$ cat src/rtl/switch_debouncer.sv
// Two-flop synchroniser plus per-bit stability filter for raw board switches.
// Define SWITCH_EDGE_IRQ_EN to build the rise/fall pulses and the sticky change irq.
module switch_debouncer #(
   parameter int WIDTH         = 8,
   parameter int STABLE_CYCLES = 50000,
   parameter int CNT_W         = $clog2(STABLE_CYCLES)
) (
   input  logic             clk,
   input  logic             reset,
   input  logic [WIDTH-1:0] sw_raw,
   output logic [WIDTH-1:0] switch,
   output logic [WIDTH-1:0] sw_rise,
   output logic [WIDTH-1:0] sw_fall,
   output logic             irq,
   input  logic             irq_clr
);

   localparam logic [CNT_W-1:0] CNT_LAST = CNT_W'(STABLE_CYCLES - 1);

   logic [WIDTH-1:0] s1;
   logic [WIDTH-1:0] s2;
   logic [WIDTH-1:0] db;
   logic [WIDTH-1:0] db_nxt;
   logic [WIDTH-1:0] sw_q;
   logic [CNT_W-1:0] cnt     [WIDTH];
   logic [CNT_W-1:0] cnt_nxt [WIDTH];

   // NOTE: sequential state uses non-blocking assignments so every flop samples pre-edge values.
   always_ff @(posedge clk or posedge reset) begin
      if (reset) begin
         s1 <= '0;
         s2 <= '0;
      end else begin
         s1 <= sw_raw;
         s2 <= s1;
      end
   end

   // Any sample agreeing with the committed level abandons the pending change.
   always_comb begin
      // NOTE: defaults first, so every path assigns every bit and no latch is inferred.
      db_nxt = db;
      for (int i = 0; i < WIDTH; i++) begin
         cnt_nxt[i] = '0;
         if (s2[i] != db[i]) begin
            if (cnt[i] == CNT_LAST) begin
               db_nxt[i] = s2[i];
            end else begin
               cnt_nxt[i] = cnt[i] + CNT_W'(1);
            end
         end
      end
   end

   always_ff @(posedge clk or posedge reset) begin
      if (reset) begin
         db <= '0;
         // NOTE: the counter array is real state that must restart on reset, so it is cleared element-wise.
         for (int i = 0; i < WIDTH; i++) begin
            cnt[i] <= '0;
         end
      end else begin
         db  <= db_nxt;
         cnt <= cnt_nxt;
      end
   end

   // The visible level trails db by one cycle so it lines up with the registered edge pulses.
   always_ff @(posedge clk or posedge reset) begin
      if (reset) begin
         sw_q <= '0;
      end else begin
         sw_q <= db;
      end
   end

   assign switch = sw_q;

`ifdef SWITCH_EDGE_IRQ_EN
   logic [WIDTH-1:0] rise_q;
   logic [WIDTH-1:0] fall_q;
   logic             irq_q;

   always_ff @(posedge clk or posedge reset) begin
      if (reset) begin
         rise_q <= '0;
         fall_q <= '0;
         irq_q  <= 1'b0;
      end else begin
         rise_q <= db & ~sw_q;
         fall_q <= ~db & sw_q;
         // A fresh edge overrides a clear requested in the same cycle.
         irq_q  <= (|(db ^ sw_q)) | (irq_q & ~irq_clr);
      end
   end

   assign sw_rise = rise_q;
   assign sw_fall = fall_q;
   assign irq     = irq_q;
`else
   logic unused_irq_clr;

   assign unused_irq_clr = irq_clr;
   assign sw_rise        = '0;
   assign sw_fall        = '0;
   assign irq            = 1'b0;
`endif

endmodule
$ cat config.mk
export PLATFORM = sky130hd
export DESIGN_NAME = switch_debouncer
export DESIGN_NICKNAME = d
export VERILOG_FILES = /design/src/rtl/switch_debouncer.sv
export SDC_FILE = /design/constraint.sdc
export NUM_CORES = 1
export LEC_CHECK = 0
export CORE_MARGIN = 3
export CORE_UTILIZATION = 45
export CTS_BUF_LIST = sky130_fd_sc_hd__clkbuf_4
export CTS_CLUSTER_DIAMETER = 30
export DETAILED_ROUTE_END_ITERATION = 8
export DONT_BUFFER_PORTS = 1
export PLACE_DENSITY = 0.62
export SLEW_MARGIN = 10
export SYNTH_ARGS = -nofsm -noshare
export SYNTH_HDL_FRONTEND = slang
export SYNTH_SLANG_ARGS = --single-unit
$ cat constraint.sdc
create_clock -name clk -period 4.6 [get_ports clk]
set_input_delay 0.23 -clock clk [delete_from_list [all_inputs] [get_ports clk]]
set_output_delay 0.23 -clock clk [all_outputs]
set_load 0.02 [all_outputs]
# == Word level (Yosys, flattened, before mapping) ==
# Index checks and enable logic that the tools add are counted.
# op_classes
addsub,8
n_mux,16
reduce_logical,8
n_eq_ne,16
# ops
op,n
$mux 16,16
$add 16x1->16 const B,8
$eq 16x16->1 const B,8
$reduce_and 2->1,8
$ne 1x1->1,8
# totals
in_bits,11
wordCells,67
out_inout_bits,25
register_bits,160

# == Longest topological paths before layout ==
# Gate-level depths: netlist of the first run.
# logic_depth
ltp_word,3
mapped_depth,6
mapped_depth_nobuf,5

# == Worst setup path before layout of the first run ==
# Ideal clock, no wire load.
# synth_path
kind,register -> register
startpoint,register cnt[43] in the netlist's numbering
endpoint,register db[5]
stages_incl_launch_ff,4
required_ns,4.475
path_buffers,0
period_less_slack_ns,1.767
setup_ns,0.125
arrival_time_ns,1.642
setup_slack_ns,2.833
cell_sequence,dfrtp_1 -> or3_1 -> or4_4 -> mux2_4
# synth_via
elab_chain_cells,2
# synth_rtl
element,line_no,source
from (decl),25,logic [CNT_W-1:0] cnt [WIDTH];
from (signal assigned),64,cnt <= cnt_nxt;
$eq 16x16->1,46,if (cnt[i] == CNT_LAST) begin
$reduce_and 2->1 (no source line),-,
to (signal assigned),63,db <= db_nxt;
to (decl),22,logic [WIDTH-1:0] db;
# Every way passes these cells.
# A chain may end at the register's enable or synchronous reset.

==> results.cfg, run 1 <==
[status]
outcome = finished, final reports clean

[placed_design]
dp.final_hpwl_um = 7961
port_buffers = 0
gp_congestion = 0.8363
placement.cell_area_um2 = 7508

[yosys]
syn_avg_cell_area_um2 = 10.46
netlist_area_um2 = 7342
ys_ff_latch = 160
synth.distinct_cells = 34
yosysSeqAreaShare_pct = 54.53
syn_inst = 702
yosysWarnings = 0

[timing]
setup-violations-final = 0
tns_ps = 0
fmax_ghz = 0.4932
slew_viol_final = 0
finalCriticalPeriod_ps = 2028
min_period_over_period_pct = 44.08
finClkSkew_ps = 14.85
hold_viol_final = 0
worst_slew_pin_slew_ps = 987.0
max-slew-margin-rel_pct = 34.20
rsz0062_at_grt = no

[grt]
grt_pass1_vias = 4740
grt_use_total_pct = 14.36
grt_max_degree = 114
grt_pass1_wl_um = 21380
overflow = 0
antenna_found_initial = 0

[cells_and_area]
finalNetCount = 740
drive_above_1_share_pct = 6.540
postLayoutCoreUtil_pct = 49.69
fillers = 1437
num_antenna_cells = 0
area_growth_pct = 7.907
final_cell_area_um2 = 7923

[worst_setup_path]
cp_num_cells = 4
r2r_setup_slack_ps = 2570
crit_family = compound AO/OA/AOI/OAI gates
critPathLaunchType = register
reg2reg_depth = 4
crit_chain = nor4b_1 -> nand3b_1 -> o41ai_4 -> nor2_1
r2r-end = cnt[122]$_DFF_PP0_
required_ps = 4980
cp_max_fo = 16
crit_arrival_ps = 2410
cp-startpoint = cnt[124]$_DFF_PP0_
cp-endpoint = cnt[122]$_DFF_PP0_
critical_path_buf_inv_count = 0
criticalPathCategory = register to register
crit_slowest_cell = o41ai_4
r2r_start = cnt[124]$_DFF_PP0_
cpPeakStageDelay_ps = 820
end_kind = register

[drt]
drc = 0
first_pass_iters = 4
final_antenna_net_count = 0
initialDrtViolationCount = 276
wl_um = 12080
wl_per_cell_um = 12.71
num_vias = 4882
vias_per_cell = 5.139

[floorplan]
die-area_um2 = 17880
ioPinCount = 36
initial_core_util_pct = 46.05
fp.dieH_um = 133.7
rows = 46
core_area_um2 = 15940
dieWidth_um = 133.7

[hold_path]
hold_path_class = input pin to register

[clock_tree]
h-tree-depth = 4
cts_sinks = 160
cts_root_buffer = clkbuf_4
clk_path_buf_depth = 2
cts_resized = 0
cts_tree = built
numCtsBuffers = 17
clk_pin_slew_ps = 130
clk_latency_ps = 530

[run]
cap_viol_max_count = 0

[pwr]
powerDensity_nw_per_um2 = 310.2
p_leak_nw = 3.210
vdd_drop_max_v = 0.0001812
==> area by class of cell <==
class / count / area, µm² / share of cell area (%)
clock buffers: 18 / 135.1 / 1.706
well taps: 216 / 270.3 / 3.411
multi-input cells: 511 / 3143 / 39.67
repair buffers: 10 / 97.59 / 1.232
clock inverters: 14 / 188.9 / 2.385
inverters: 21 / 83.83 / 1.058
flip-flops and latches: 160 / 4004 / 50.54
==> repair_timing <==
item                                   CTS  global route
setup buffers                            0             0
hold buffers                             9             0
endpoints found under the hold margin  120             0
==> layer usage <==
layer	global-route usage (%)	up-vias	share of wire, %
met3	3.739	2	2.5
met5	0	-	0
met1	19.03	2404	48
li1	-	2420	-
met4	5.600	0	0.35
met2	22.71	56	49
==> logic make-up (layout without fill, tap and decap cells) <==
group                    count (synthesis)  after routing  synth area share [%]
flip-flops                             160            160                 54.53
other                                    1             17               0.05108
buffers and inverters                   47             63                 3.477
XOR/XNOR                               117            117                 13.96
AND/OR/NAND/NOR                        353            353                 24.10
AO/OA/AOI/OAI                            8              8                 1.244
adder cells (fa/ha/maj)                  8              8                 1.363
multiplexers                             8              8                 1.278
==> synthesized netlist by cell type, drive strengths merged <==
| cell | n | area (µm²) |
|---|---|---|
| dfrtp | 160 | 4004 |
| nor2 | 140 | 525.5 |
| xnor2 | 91 | 797.0 |
| nand3 | 43 | 215.2 |
| nand4 | 37 | 231.5 |
| nand2 | 34 | 135.1 |
| nor4 | 32 | 200.2 |
| nor3 | 29 | 145.1 |
| xor2 | 26 | 227.7 |
| inv | 21 | 78.83 |
| buf | 20 | 153.9 |
| and3 | 13 | 82.58 |
| nor4bb | 10 | 100.1 |
| ha | 8 | 100.1 |
| mux2 | 8 | 93.84 |
| clkbuf | 6 | 22.52 |
| nor4b | 5 | 43.79 |
| a21oi | 3 | 15.01 |
| or3 | 3 | 18.77 |
| and4 | 2 | 17.52 |
| nand4bb | 2 | 27.53 |
| o41ai | 2 | 55.05 |
| or4 | 2 | 18.77 |
| a31o | 1 | 8.760 |
| conb | 1 | 3.750 |
| nand3b | 1 | 7.510 |
| o21ai | 1 | 5.000 |
| o31ai | 1 | 7.510 |
==> per-stage QoR <==
stage                     power, mW  setup slack, ps  hold slack, ps  cells
after global placement        1.568             2605           261.5    909
after CTS                     2.506             2551           158.5    950
after detailed placement      1.571             2575           261.5    909
final                         2.457             2572           244.5    950
after floorplan               1.562            50.08           261.4    718
after global routing          2.588             2390           166.3    950
==> power by group <==
| group | internal, mW | switching (mW) |
|---|---|---|
| clock | 0.435 | 0.476 |
| combinational | 0.0257 | 0.0704 |
| sequential | 1.43 | 0.0204 |
| total | 1.89 | 0.566 |
==> placed cells by master, fill, tap and decap left out, types with 20 or more instances in the layout <==
cell type and instances:
inv_1 20, xnor2_1 91, xor2_1 26, nand3_1 43, nand4_1 37, nor2_1 140
nor3_1 29, dfrtp_1 160, nor4_1 32, nand2_1 33
==> worst min path at each step <==
| stage | slack [ps] | end | startpoint | cells after the start |
|---|---|---|---|---|
| 4_1_cts | 160 | s1[6]$_DFF_PP0_ | sw_raw[6] | 1 |
| 3_3_place_gp | 260 | s1[1]$_DFF_PP0_ | sw_raw[1] | 0 |
| 5_1_grt | 170 | s1[7]$_DFF_PP0_ | sw_raw[7] | 1 |
| 3_5_place_dp | 260 | s1[3]$_DFF_PP0_ | sw_raw[3] | 0 |
| 2_1_floorplan | 260 | s1[0]$_DFF_PP0_ | sw_raw[0] | 0 |
| 6_report | 240 | s1[2]$_DFF_PP0_ | sw_raw[2] | 1 |
==> registers in the layout (all words and copies together), names as in the netlist <==
name    count
switch      8
cnt       128
s2          8
s1          8
db          8
Power figures use the tool's default switching activity.
==> run 2, diff against run 1 <==
==> constraint.sdc (replaced) <==
create_clock -name clk -period 1.78 [get_ports clk]
set_input_delay 0.089 -clock clk [delete_from_list [all_inputs] [get_ports clk]]
set_output_delay 0.089 -clock clk [all_outputs]
set_load 0.02 [all_outputs]
==> results.cfg, run 2 (synthesis gave the netlist of run 1 again) <==
[pwr]
p_leak_nw = 3.397
vdd_drop_max_v = 0.0005833
powerDensity_nw_per_um2 = 761.3

[floorplan]
rows = 46
die-area_um2 = 17880
fp.dieH_um = 133.7
ioPinCount = 36
core_area_um2 = 15940
dieWidth_um = 133.7
initial_core_util_pct = 46.05

[timing]
slew_viol_final = 0
worst_slew_pin_slew_ps = 598.2
tns_ps = 0
min_period_over_period_pct = 94.82
finClkSkew_ps = 12.01
setup-violations-final = 0
hold_viol_final = 0
finalCriticalPeriod_ps = 1688
max-slew-margin-rel_pct = 60.04
fmax_ghz = 0.5925
worst_slack_ps = 92.18
rsz0062_at_grt = no

[worst_setup_path]
r2r_start = cnt[43]$_DFF_PP0_
required_ps = 2250
cp_max_fo = 3
r2r_setup_slack_ps = 90
criticalPathCategory = register to register
r2r-end = db[5]$_DFFE_PP0P_
crit_arrival_ps = 2160
reg2reg_depth = 3
end_kind = register
critPathLaunchType = register

[clock_tree]
cts_tree = built
clk_latency_ps = 570
clk_path_buf_depth = 2
h-tree-depth = 4
cts_sinks = 160
numCtsBuffers = 17
cts_root_buffer = clkbuf_4
clk_pin_slew_ps = 120

[placed_design]
gp_congestion = 0.8218
post-place-ws_ps = 39.08
dp.final_hpwl_um = 8703
port_buffers = 0
placement.cell_area_um2 = 7787

[drt]
drc = 0
initialDrtViolationCount = 269
final_antenna_net_count = 0
wl_um = 12590
num_vias = 4971
wl_per_cell_um = 12.84
first_pass_iters = 5
vias_per_cell = 5.072

[cells_and_area]
final_cell_area_um2 = 8220
largest_reg_flops = 128
seq_area_um2 = 4004
drive_above_1_share_pct = 10.47
fillers = 1444
layout_common_cells = dfrtp_1, nor2_1, xnor2_1
finalNetCount = 770
num_antenna_cells = 0
final_common_cell = dfrtp_1
multi_input_area_um2 = 3182
top_register = cnt
area_growth_pct = 11.96

[grt]
grt_max_degree = 43
grt_use_total_pct = 15.06
grt_pass1_vias = 4880
overflow = 0
grt_pass1_wl_um = 22090
antenna_found_initial = 0

[status]
outcome = finished, final reports clean

[run]
cap_viol_max_count = 0

[hold_path]
hold_path_class = input pin to async pin
==> run 2: how the worst max path moves through the flow <==
| stage | start | end | slack (ps) |
|---|---|---|---|
| finish | cnt[43]$_DFF_PP0_ | db[5]$_DFFE_PP0P_ | 90 |
| CTS | cnt[43]$_DFF_PP0_ | db[5]$_DFFE_PP0P_ | 30 |
| global route | cnt[80]$_DFF_PP0_ | cnt[92]$_DFF_PP0_ | 0.1 |
| floorplan | reset | cnt[0]$_DFF_PP0_ | -340 |
| global placement | cnt[43]$_DFF_PP0_ | db[5]$_DFFE_PP0P_ | 40 |
| detailed placement | cnt[43]$_DFF_PP0_ | db[5]$_DFFE_PP0P_ | 40 |
==> run 2: stage by stage <==
stage	total power [mW]	std cells	util, %	hold slack [ps]
2_1_floorplan	4.037	718	-	120.4
6_report	6.258	980	51.56	56.40
4_1_cts	6.360	979	51.25	13.66
3_5_place_dp	4.105	938	48.85	57.69
5_1_grt	6.549	980	51.56	17.87
3_3_place_gp	4.095	938	48.85	68.63
==> run 2: what timing repair did <==
item,in CTS,in global routing
buffers inserted,0,1
resized for setup,0,7
setup endpoints to repair,0,21
hold endpoints to repair,168,0
hold buffers,9,0
==> run 2: report_power, final <==
part	switching, mW	total [mW]	internal [mW]	leakage, nW
combinational	0.190	0.293	0.103	1.06
sequential	0.0543	3.75	3.70	2.18
clock	1.21	2.22	1.00	0.153
==> run 2: layer usage <==
metal / vias to the layer above / global-route usage, % / wire length [µm]
li1: 2475 / - / -
met5: - / 0 / 0
met3: 21 / 3.663 / 389
met1: 2410 / 19.78 / 5948
met4: 0 / 6.286 / 254
met2: 65 / 24.06 / 5993
==> run 2: worst max-delay path, stage by stage (launching register included) <==
cell and delay (ps):
dfrtp_1 390, or3_1 360, or4_4 520, mux2_4 310
==> run 2: area by class of cell <==
type                            instances  area share, %
Clock buffer                           20          1.826
Clock inverter                         12          1.735
Inverter                               21          1.005
Multi-Input combinational cell        511          38.71
Sequential cell                       160          48.71
Tap cell                              216          3.288
Timing Repair Buffer                   40          4.734
==> run 3, diff against run 2 <==
==> constraint.sdc (replaced) <==
create_clock -name clk -period 1.78 [get_ports clk]
set_input_delay 0.356 -clock clk [delete_from_list [all_inputs] [get_ports clk]]
set_output_delay 0.356 -clock clk [all_outputs]
set_load 0.02 [all_outputs]
==> results.cfg, run 3 (synthesis gave the netlist of run 1 again) <==
[timing]
worst_slew_pin_slew_ps = 504.2
finalCriticalPeriod_ps = 1715
rsz0062_at_grt = no
max-slew-margin-rel_pct = 66.39
worst_slack_ps = 65.34
min_period_over_period_pct = 96.33
hold_viol_final = 0
setup-violations-final = 0
finClkSkew_ps = 14.65
fmax_ghz = 0.5832
slew_viol_final = 0

[cells_and_area]
top_register = cnt
postLayoutCoreUtil_pct = 50.82
num_antenna_cells = 0
finalNetCount = 766
area_growth_pct = 10.36
finalNonFillerCells = 973
fillers = 1455
final_common_cell = dfrtp_1
layout_common_cells = dfrtp_1, nor2_1, xnor2_1
largest_reg_flops = 128
final_cell_area_um2 = 8103
drive_above_1_share_pct = 9.511

[grt]
overflow = 0
grt_max_degree = 96
antenna_found_initial = 0
grt_use_total_pct = 14.71
grt_pass1_vias = 4896
grt_pass1_wl_um = 21940

[floorplan]
core_area_um2 = 15940
ioPinCount = 36
dieWidth_um = 133.7
initial_core_util_pct = 46.05
die-area_um2 = 17880
rows = 46
fp.dieH_um = 133.7

[pwr]
p_int_mw = 4.609
switchingPower_mw = 1.425
pwr-share-seq_pct = 62.1
p_clk_share_pct = 33.2
p_leak_nw = 3.333
vdd_drop_max_v = 0.0004949
p_sw_share_pct = 23.62
power_frac_comb_pct = 4.6
powerDensity_nw_per_um2 = 744.7

[worst_setup_path]
critPathLaunchType = register
cp_max_fo = 3
end_kind = register
criticalPathCategory = register to register
crit_arrival_ps = 2150
required_ps = 2210

[placed_design]
dp.final_hpwl_um = 8383
placement.cell_area_um2 = 7740
place_inst = 935
post-place-ws_ps = -22.50
port_buffers = 0
gp_congestion = 0.8214

[status]
outcome = finished, final reports clean

[clock_tree]
cts_root_buffer = clkbuf_4
clk_path_buf_depth = 2
h-tree-depth = 4
cts_tree = built
numCtsBuffers = 17
clk_pin_slew_ps = 120
cts_sinks = 160
clk_latency_ps = 540

[run]
cap_viol_max_count = 0

[drt]
num_vias = 4985
initialDrtViolationCount = 314
drc = 0
wl_um = 12170
final_antenna_net_count = 0
wl_per_cell_um = 12.50
first_pass_iters = 6
vias_per_cell = 5.123

[hold_path]
hold_path_class = register to register
run 3: metal layers:
layer  GRT usage, %  share of wire, %  vias to the layer above
met5              0                 0                        -
met4          5.543               1.7                        0
met3          3.776               3.1                       14
met2          23.86                48                       70
met1          19.09                47                     2427
li1               -                 -                     2474
run 3: through the flow:
stage	TNS, ps	hold slack, ps	power, mW
6_report	0	358.5	6.034
3_5_place_dp	-22.50	334.7	4.094
3_3_place_gp	0	336.4	4.081
5_1_grt	0	292.0	6.335
2_1_floorplan	-96770	331.2	4.037
4_1_cts	0	298.6	6.142
run 3: critical path, stage by stage (launching register included):
cell     delay [ps]
dfrtp_1         400
or3_1           380
or4_4           530
mux2_4          310
run 3: final cells by class:
type / instances / area (µm²) / area share (%)
sequential: 160 / 4004 / 49.41
multi-input combinational: 511 / 3162 / 39.02
timing repair buffer: 36 / 330.3 / 4.077
tap: 216 / 270.3 / 3.335
clock buffer: 18 / 135.1 / 1.668
clock inverter: 11 / 118.9 / 1.467
inverter: 21 / 82.58 / 1.019
run 3: repair_timing:
item | CTS | global route
buffers inserted | 0 | 0
hold buffers | 9 | 0
setup endpoints to repair | 1 | 7
resized for setup | 1 | 2
pin swaps | 0 | 3
endpoints found under the hold margin | 168 | 0
run 3: power groups by stage:
| stage | combinational [mW] | clock (mW) | sequential [mW] |
|---|---|---|---|
| 2_1_floorplan | 0.228 | 0 | 3.81 |
| 3_3_place_gp | 0.263 | 0 | 3.82 |
| 3_5_place_dp | 0.273 | 0 | 3.82 |
| 4_1_cts | 0.289 | 2.10 | 3.75 |
| 5_1_grt | 0.322 | 2.25 | 3.76 |
| 6_report | 0.280 | 2.00 | 3.75 |
run 3: path summary, 6_finish.rpt:
kind / start / to / slack [ps] / cells after the start
max in group asynchronous: reset / cnt[107]$_DFF_PP0_ / 930 / 3
worst max-delay path: cnt[43]$_DFF_PP0_ / db[5]$_DFFE_PP0P_ / 70 / 3
min in group asynchronous: reset / cnt[52]$_DFF_PP0_ / 400 / 3
worst min-delay path: s1[6]$_DFF_PP0_ / s2[6]$_DFF_PP0_ / 360 / 0
worst min register to register: s1[6]$_DFF_PP0_ / s2[6]$_DFF_PP0_ / 360 / 0
worst max register to register: cnt[43]$_DFF_PP0_ / db[5]$_DFFE_PP0P_ / 70 / 3
